--- config.mk ---
export PLATFORM = sky130hd
export DESIGN_NAME = booth_radix4_mult
export DESIGN_NICKNAME = d
export VERILOG_FILES = /design/src/rtl/booth_radix4_mult.sv
export SDC_FILE = /design/constraint.sdc
export NUM_CORES = 1
export LEC_CHECK = 0
export ABC_AREA = 1
export BUFFER_PORTS_ARGS = -buffer_cell sky130_fd_sc_hd__buf_4
export CORE_MARGIN = 2
export CORE_UTILIZATION = 62
export CTS_CLUSTER_DIAMETER = 120
export DETAILED_ROUTE_END_ITERATION = 10
export PLACE_DENSITY = 0.86
export SKIP_LAST_GASP = 1
export SYNTH_ARGS = -nofsm -noshare
export SYNTH_HDL_FRONTEND = slang
export SYNTH_SLANG_ARGS = --single-unit
--- constraint.sdc ---
create_clock -name clk -period 7.55 [get_ports clk]
set_clock_uncertainty 0.15 [all_clocks]
set_input_delay 1.51 -clock clk [delete_from_list [all_inputs] [get_ports clk]]
set_output_delay 1.51 -clock clk [all_outputs]
set_load 0.05 [all_outputs]
--- src/rtl/booth_radix4_mult.sv ---
// -----------------------------------------------------------------------------
// booth_radix4_mult
//
// Sequential radix-4 Booth multiplier. It retires one Booth digit per clock,
// so every operation takes a fixed N/2+1 RUN cycles, whatever the operand
// values.
//
// Handshake: a request is start=1 while ready=1. It is accepted on that rising
// edge, and signed_mode, multiplicand and multiplier are captured on the same
// edge. start is ignored while busy=1 or done=1; it is neither queued nor
// remembered. done pulses for exactly one cycle. product is then valid and
// holds until the next completion.
//
// Ports
//   clk          : clock; all state updates on the rising edge
//   rst          : synchronous active-high reset
//   start        : request a multiplication (sampled only while ready=1)
//   signed_mode  : 1 = two's-complement operands, 0 = unsigned
//   multiplicand : operand M (N bits)
//   multiplier   : operand Q (N bits)
//   ready        : high in IDLE
//   busy         : high in RUN
//   done         : high for the single DONE cycle
//   product      : 2N-bit result of the last completed operation
//   dbg_state    : current FSM state encoding (IDLE=0, RUN=1, DONE=2)
// -----------------------------------------------------------------------------
module booth_radix4_mult #(
  parameter int N = 8
) (
  input  logic           clk,
  input  logic           rst,
  input  logic           start,
  input  logic           signed_mode,
  input  logic [N-1:0]   multiplicand,
  input  logic [N-1:0]   multiplier,
  output logic           ready,
  output logic           busy,
  output logic           done,
  output logic [2*N-1:0] product,
  output logic [1:0]     dbg_state
);

  // Operands are widened to N+2 bits. A zero-extended unsigned operand is
  // then a non-negative signed value, so one signed Booth datapath serves
  // both modes. N/2+1 digits cover all N+2 multiplier bits.
  localparam int OW = N + 2;
  // The accumulator carries two guard bits above the operand width so that
  // +/-2M never overflows.
  localparam int AW = N + 4;
  localparam int CW = $clog2(N / 2 + 2);
  localparam logic [CW-1:0] DIGITS = CW'(N / 2 + 1);
  localparam logic [CW-1:0] LAST   = CW'(1);

  typedef enum logic [1:0] {
    IDLE = 2'd0,
    RUN  = 2'd1,
    DONE = 2'd2
  } state_e;

  state_e            state_q, state_d;
  logic [AW-1:0]     acc_q, acc_d;
  logic [OW-1:0]     m_q, m_d;
  logic [OW-1:0]     q_q, q_d;
  logic              qm1_q, qm1_d;
  logic [CW-1:0]     cnt_q, cnt_d;
  logic [2*N-1:0]    product_q, product_d;

  // Booth step signals
  logic [AW-1:0]     m_sx;
  logic [AW-1:0]     addend;
  logic [AW-1:0]     sum;
  logic [2:0]        triplet;
  logic [AW+OW:0]    shifted;

  // ---------------------------------------------------------------------------
  // State register
  // ---------------------------------------------------------------------------
  always_ff @(posedge clk) begin
    if (rst) begin
      state_q   <= IDLE;
      acc_q     <= '0;
      m_q       <= '0;
      q_q       <= '0;
      qm1_q     <= 1'b0;
      cnt_q     <= '0;
      product_q <= '0;
    end else begin
      state_q   <= state_d;
      acc_q     <= acc_d;
      m_q       <= m_d;
      q_q       <= q_d;
      qm1_q     <= qm1_d;
      cnt_q     <= cnt_d;
      product_q <= product_d;
    end
  end

  // ---------------------------------------------------------------------------
  // Next-state logic
  // ---------------------------------------------------------------------------
  always_comb begin
    state_d = state_q;
    case (state_q)
      IDLE:    if (start) state_d = RUN;
      RUN:     if (cnt_q == LAST) state_d = DONE;
      DONE:    state_d = IDLE;
      default: state_d = IDLE;
    endcase
  end

  // ---------------------------------------------------------------------------
  // One Booth digit: choose the addend from {Q[1],Q[0],Q[-1]}, add it to the
  // accumulator, then arithmetic-shift {acc, Q, Q[-1]} right by two.
  // ---------------------------------------------------------------------------
  always_comb begin
    m_sx    = {{2{m_q[OW-1]}}, m_q};
    triplet = {q_q[1], q_q[0], qm1_q};
    addend  = '0;
    case (triplet)
      3'b001, 3'b010: addend = m_sx;
      3'b011:         addend = m_sx << 1;
      3'b100:         addend = {AW{1'b0}} - (m_sx << 1);
      3'b101, 3'b110: addend = {AW{1'b0}} - m_sx;
      default:        addend = '0;
    endcase
    sum     = acc_q + addend;
    shifted = $signed({sum, q_q, qm1_q}) >>> 2;
  end

  // ---------------------------------------------------------------------------
  // Datapath next-state
  // ---------------------------------------------------------------------------
  always_comb begin
    acc_d     = acc_q;
    m_d       = m_q;
    q_d       = q_q;
    qm1_d     = qm1_q;
    cnt_d     = cnt_q;
    product_d = product_q;
    case (state_q)
      IDLE: begin
        if (start) begin
          m_d   = signed_mode ? {{2{multiplicand[N-1]}}, multiplicand}
                              : {2'b00, multiplicand};
          q_d   = signed_mode ? {{2{multiplier[N-1]}}, multiplier}
                              : {2'b00, multiplier};
          acc_d = '0;
          qm1_d = 1'b0;
          cnt_d = DIGITS;
        end
      end
      RUN: begin
        acc_d = shifted[AW+OW:OW+1];
        q_d   = shifted[OW:1];
        qm1_d = shifted[0];
        cnt_d = cnt_q - LAST;
        // After the final shift, {acc, Q} holds the full product. Its low 2N
        // bits are the result in either mode.
        if (cnt_q == LAST) product_d = shifted[2*N:1];
      end
      default: ;
    endcase
  end

  // ---------------------------------------------------------------------------
  // Outputs: decoded from registered state only
  // ---------------------------------------------------------------------------
  assign ready     = (state_q == IDLE);
  assign busy      = (state_q == RUN);
  assign done      = (state_q == DONE);
  assign product   = product_q;
  assign dbg_state = state_q;

endmodule

==> flow_metrics.py, run 1 <==
metrics = {
    "sta": {
        "worst_pin_slew_ns": 0.755,
        "finalHoldViolations": 0,
        "tns_ns": 0,
        "timing.fmax_mhz": 321,
        "drv_slew": 0,
        "holdWs_ns": 0.323,
        "slew_headroom": 0.495,
        "finalCritPeriodShare": 0.412,
        "rsz0062_at_grt": "no",
        "min_period_ns": 3.11,
        "finalSetupViolCount": 0,
    },
    "setup_path": {
        "startpoint_type": "register",
        "critPathMaxStageDelay_ns": 0.52,
        "crit_top_cell": "nand2_1",
        "cp-end-kind": "register",
        "path_delay_family": "simple AND/OR/NAND/NOR gates",
        "slowest_stage": "nor2_1",
        "worst-path-buf-inv": 2,
        "cp_max_fo": 11,
        "crit_arrival_ns": 3.16,
        "cp.required_ns": 7.60,
        "path_cells": "inv_1 > nand2_1 > nand2_1 > nor2_1 > nand2_1 > o21ai_0 > a21oi_1 > o21ai_0 > ha_1 > a21oi_1 > o21ai_0 > inv_1 > nand2_1 > a21oi_1 > nand2_1 > nand3_1 > nand2_1",
        "critPathKind": "register to register",
    },
    "pwr": {
        "ir_worst_vdd_mv": 0.122,
        "p_per_area_mw_per_mm2": 207,
        "p_leak_nw": 1.54,
    },
    "yosys": {
        "netlist_area_mm2": 0.00291,
        "synth_edf_count": 0,
        "yosys_warnings": 0,
        "synth_cells": 408,
        "synth_ff_type": "dfxtp_1",
        "ys_seq_area_frac": 0.351,
        "ys_async_sr_fraction": 0,
        "ys_types": 39,
        "synth_nets": 443,
        "synth.ff_latch_count": 51,
        "avgSynthCellArea_um2": 7.14,
    },
    "floorplanning": {
        "die_h_um": 72.5,
        "io_pins": 41,
        "rows": 24,
        "die_area_mm2": 0.00526,
        "core-area_mm2": 0.00444,
        "dieWidth_um": 72.5,
        "start_util": 0.655,
    },
    "clocking": {
        "insertion_delay_ns": 0.30,
        "cts_resized": 0,
        "path_clk_slew_ns": 0.09,
        "cts_max_path_buffers": 2,
        "cts_setup_buffers": 0,
        "clock-sinks": 51,
        "clockRootBuffer": "clkbuf_8",
        "cts.htree.levels": 2,
        "numCtsBuffers": 5,
        "cts_tree": "done",
        "ctsHoldBuffers": 0,
    },
    "placement": {
        "placed_area_mm2": 0.00322,
        "dp_hpwl_um": 5230,
        "io_buffers": 40,
        "place.gp.congestion": 0.955,
    },
    "route": {
        "wl_per_cell_um": 14.1,
        "first_iter_violations": 325,
        "wirelength_um": 6990,
        "dr.pass1.iters": 5,
        "antenna_left": 0,
        "viasPerCell": 5.81,
        "num_vias": 2889,
        "drc_errors": 0,
    },
    "flow_run": {
        "drv_cap": 0,
    },
    "layout": {
        "finalNetCount": 479,
        "antennaDiodeCount": 0,
        "area_growth_pct": 14.7,
        "mostFrequentLayoutCell": "nand2_1",
        "final_cell_mix": "nand2_1 (86), dfxtp_1 (51), inv_1 (49)",
        "final_layout_size_suffix_gt1_frac": 0.160,
        "stdcell_area_mm2": 0.00334,
    },
    "global_routing": {
        "grt_overflow": 0,
        "grt_pass1_vias": 2507,
        "grt_max_degree": 25,
        "grt_antenna_before_repair": 0,
        "grt_usage": 0.272,
        "grt_first_pass_wirelength_um": 11400,
    },
    "min_path": {
        "hp-class": "register to register",
    },
    "run_status": {
        "status": "complete, no violations",
    },
}
==> power breakdown <==
| group | internal [mW] | total, mW | switching, mW |
|---|---|---|---|
| registers | 0.287 | 0.302 | 0.0144 |
| logic | 0.0644 | 0.197 | 0.132 |
| clock network | 0.107 | 0.194 | 0.0869 |
==> sequential cells by signal, summed over array words and instances (netlist names) <==
name	cells
qm1_q	1
q_q	10
product	16
cnt_q	3
m_q	9
dbg_state	2
acc_q	10
==> metal layers <==
| metal | up-vias | share of wire | track usage |
|---|---|---|---|
| met2 | 136 | 0.45 | 0.429 |
| met1 | 1307 | 0.44 | 0.378 |
| li1 | 1432 | - | - |
| met5 | - | 0 | 0 |
| met4 | 0 | 0.015 | 0.0844 |
| met3 | 14 | 0.086 | 0.0486 |
==> kinds of logic (layout without fill, tap and decap cells) <==
family,after synthesis,in the layout,share of synthesized area
flip-flops,51,51,0.351
AND/OR/NAND/NOR,179,179,0.275
adder cells (fa/ha/maj),15,15,0.0670
buffers and inverters,64,101,0.0890
XOR/XNOR,10,10,0.0301
AO/OA/AOI/OAI,89,89,0.188
==> final cells by class <==
| type | count | area, µm² |
|---|---|---|
| Clock buffer | 6 | 82.6 |
| Clock inverter | 2 | 35.0 |
| Multi-Input combinational cell | 293 | 1630 |
| Inverter | 53 | 204 |
| Timing Repair Buffer | 40 | 300 |
| Fill cell | 364 | 1100 |
| Sequential cell | 51 | 1020 |
| Tap cell | 52 | 65.1 |
==> per-stage QoR <==
step	util	instances	power (mW)	setup slack, ns
3_3_place_gp	0.725	489	0.495	4.49
6_report	0.751	497	0.693	4.44
2_1_floorplan	-	408	0.451	4.40
5_1_grt	0.751	497	0.731	4.08
4_1_cts	0.751	497	0.691	4.49
3_5_place_dp	0.725	489	0.499	4.44
==> worst min-delay path, stage by stage, from the launching register on <==
cell	delay, ns
dfxtp_1	0.32
nand3_1	0.07
nand2_1	0.05
==> Yosys cell counts (4+ instances only) <==
cell type,instances,area share
a211oi_1,13,0.034
a21oi_1,28,0.048
clkbuf_1,5,0.0064
dfxtp_1,51,0.35
ha_1,14,0.060
inv_1,49,0.063
nand2_1,86,0.11
nand3_1,41,0.070
nand4_1,4,0.0086
nor2_1,37,0.048
o21ai_0,23,0.040
o21ai_2,9,0.027
o22ai_1,4,0.0086
xnor2_1,4,0.012
xor2_1,6,0.018
==> worst paths after layout <==
kind,from,end,slack [ns],depth (start not counted)
worst max register to register,q_q[0]$_SDFFE_PP0P_,acc_q[7]$_SDFFE_PP0P_,4.44,17
worst min-delay path,product[7]$_SDFFE_PP0P_,product[7]$_SDFFE_PP0P_,0.32,2
worst max-delay path,q_q[0]$_SDFFE_PP0P_,acc_q[7]$_SDFFE_PP0P_,4.44,17
worst min register to register,product[7]$_SDFFE_PP0P_,product[7]$_SDFFE_PP0P_,0.32,2
Power figures use the tool's default switching activity.
==> run 2, diff against run 1 <==
Settings changed: CORE_UTILIZATION 62 to 52, PLACE_DENSITY 0.86 to 0.77.
Clock period 7.55 ns to 2.8 ns, I/O delays scaled along.
==> run 2 against run 1 <==
Critical path depth decreased by 1. First-iteration DRC count decreased by 28%. Power increased to 2.8 times the previous value. Final cell count increased by 6.2%. Clock power increased to 2.8 times the previous value. Core utilization decreased by 11 points. Sequential power increased to 2.7 times the previous value. Count of clock-buffer cells in the layout unchanged. Cell area increased by 5.9%. Register-to-register slack got worse by 4.3 ns. Routed wire length increased by 3.2%. Setup slack got worse by 4.3 ns.
==> flow_metrics.py, run 2 (same netlist as run 1, synthesis figures left out) <==
metrics = {
    "clocking": {
        "ctsHoldBuffers": 0,
        "clock-sinks": 51,
        "insertion_delay_ns": 0.32,
        "cts_tree": "done",
        "path_clk_slew_ns": 0.10,
        "clockRootBuffer": "clkbuf_8",
        "numCtsBuffers": 5,
        "cts.htree.levels": 2,
        "cts_max_path_buffers": 2,
    },
    "pwr": {
        "p_per_area_mw_per_mm2": 544,
        "power.total_mw": 1.92,
        "ir_worst_vdd_mv": 0.337,
        "p_leak_nw": 1.59,
    },
    "layout": {
        "largest_reg_flops": 16,
        "antennaDiodeCount": 0,
        "final_util": 0.646,
        "nFillCells": 504,
        "area_growth_pct": 21.4,
        "final_cell_mix": "nand2_1 (79), buf_4 (51), dfxtp_1 (49)",
        "stdcell_area_mm2": 0.00354,
        "mostFrequentLayoutCell": "nand2_1",
        "finalNetCount": 490,
        "final_layout_size_suffix_gt1_frac": 0.241,
    },
    "sta": {
        "worst_slack_ns": 0.136,
        "timing.fmax_mhz": 375,
        "rsz0062_at_grt": "yes",
        "finalSetupViolCount": 0,
        "drv_slew": 0,
        "worst_pin_slew_ns": 0.438,
        "slew_headroom": 0.707,
        "min_period_ns": 2.66,
        "tns_ns": 0,
        "finalHoldViolations": 0,
        "finalCritPeriodShare": 0.951,
    },
    "run_status": {
        "status": "complete, no violations",
    },
    "setup_path": {
        "cp.required_ns": 2.91,
        "critPathKind": "register to register",
        "crit_arrival_ns": 2.77,
        "cp_max_fo": 5,
        "r2r_cells": 16,
        "cp-end-kind": "register",
        "startpoint_type": "register",
    },
    "route": {
        "wirelength_um": 7210,
        "num_vias": 2823,
        "dr.pass1.iters": 4,
        "wl_per_cell_um": 13.7,
        "viasPerCell": 5.35,
        "antenna_left": 0,
        "first_iter_violations": 235,
        "drc_errors": 0,
    },
    "floorplanning": {
        "rows": 27,
        "start_util": 0.532,
        "die_h_um": 78.8,
        "die_area_mm2": 0.00621,
        "io_pins": 41,
        "dieWidth_um": 78.8,
        "core-area_mm2": 0.00547,
    },
    "placement": {
        "dpl_worst_slack_ns": 0.0427,
        "dp_hpwl_um": 5330,
        "place.gp.congestion": 0.926,
        "placed_area_mm2": 0.00331,
        "io_buffers": 40,
    },
    "global_routing": {
        "grt_overflow": 0,
        "grt_first_pass_wirelength_um": 11700,
        "grt_antenna_before_repair": 0,
        "grt_pass1_vias": 2552,
        "grt_max_degree": 24,
        "grt_usage": 0.237,
    },
    "min_path": {
        "whs_path_depth": 2,
        "hp-class": "register to register",
    },
    "flow_run": {
        "drv_cap": 0,
    },
}
## run 2: changes by cell type in the layout (fill, tap and decap cells not counted), sizes merged
cell and delta:
inv +1, buf +11, clkinv -1
## run 2: power breakdown
group          internal (mW)  total (mW)  leakage (nW)  switching [mW]
Clock                  0.270       0.535        0.0558           0.264
Sequential             0.775       0.813         0.417          0.0379
Combinational          0.203       0.575          1.12           0.373
Total                   1.25        1.92          1.59           0.675
## run 2: worst paths after layout
check,startpoint,to,slack [ns]
min reg2reg,acc_q[7]$_SDFFE_PP0P_,acc_q[7]$_SDFFE_PP0P_,0.31
max reg2reg,m_q[0]$_SDFFE_PP0P_,acc_q[5]$_SDFFE_PP0P_,0.14
min,acc_q[7]$_SDFFE_PP0P_,acc_q[7]$_SDFFE_PP0P_,0.31
max,m_q[0]$_SDFFE_PP0P_,acc_q[5]$_SDFFE_PP0P_,0.14
## run 2: worst max-delay path, cell delays in order (launching register included)
cell and delay (ns):
dfxtp_4 0.39, inv_2 0.06, ha_4 0.16, buf_4 0.13, xnor2_1 0.14, a22oi_1 0.16
o221ai_1 0.14, ha_1 0.40, a21oi_2 0.20, nand2_2 0.12, nand2_2 0.09, nand2_2 0.07
nand2_1 0.06, inv_1 0.05, nor2_1 0.10, nand2_1 0.06, a21oi_1 0.12
## run 2: stage by stage
step           instances  hold slack, ns
4_1_cts              525           0.317
6_report             528           0.315
5_1_grt              528           0.350
2_1_floorplan        408           0.283
3_3_place_gp         517           0.298
3_5_place_dp         517           0.301
## run 2: what timing repair did
| item | in CTS | in global routing |
|---|---|---|
| pin swaps | 0 | 12 |
| gates cloned | 0 | 0 |
| buffers inserted | 0 | 3 |
| setup endpoints to repair | 1 | 12 |
| gates resized for setup | 1 | 34 |
## run 2: layout make-up
type | count | area (µm²) | area share
Clock inverter | 2 | 38.8 | 0.0110
Tap cell | 72 | 90.1 | 0.0255
Timing Repair Buffer | 51 | 383 | 0.108
Multi-Input combinational cell | 293 | 1720 | 0.487
Sequential cell | 51 | 1030 | 0.290
Clock buffer | 6 | 72.6 | 0.0205
Inverter | 53 | 204 | 0.0577
## run 2: per-layer routing
| layer | wire length, µm | share of wire | track usage | vias to the layer above |
|---|---|---|---|---|
| li1 | - | - | - | 1452 |
| met1 | 3340 | 0.46 | 0.323 | 1280 |
| met2 | 3270 | 0.45 | 0.381 | 77 |
| met3 | 427 | 0.059 | 0.0398 | 14 |
| met4 | 170 | 0.024 | 0.0810 | 0 |
| met5 | 0 | 0 | 0 | - |
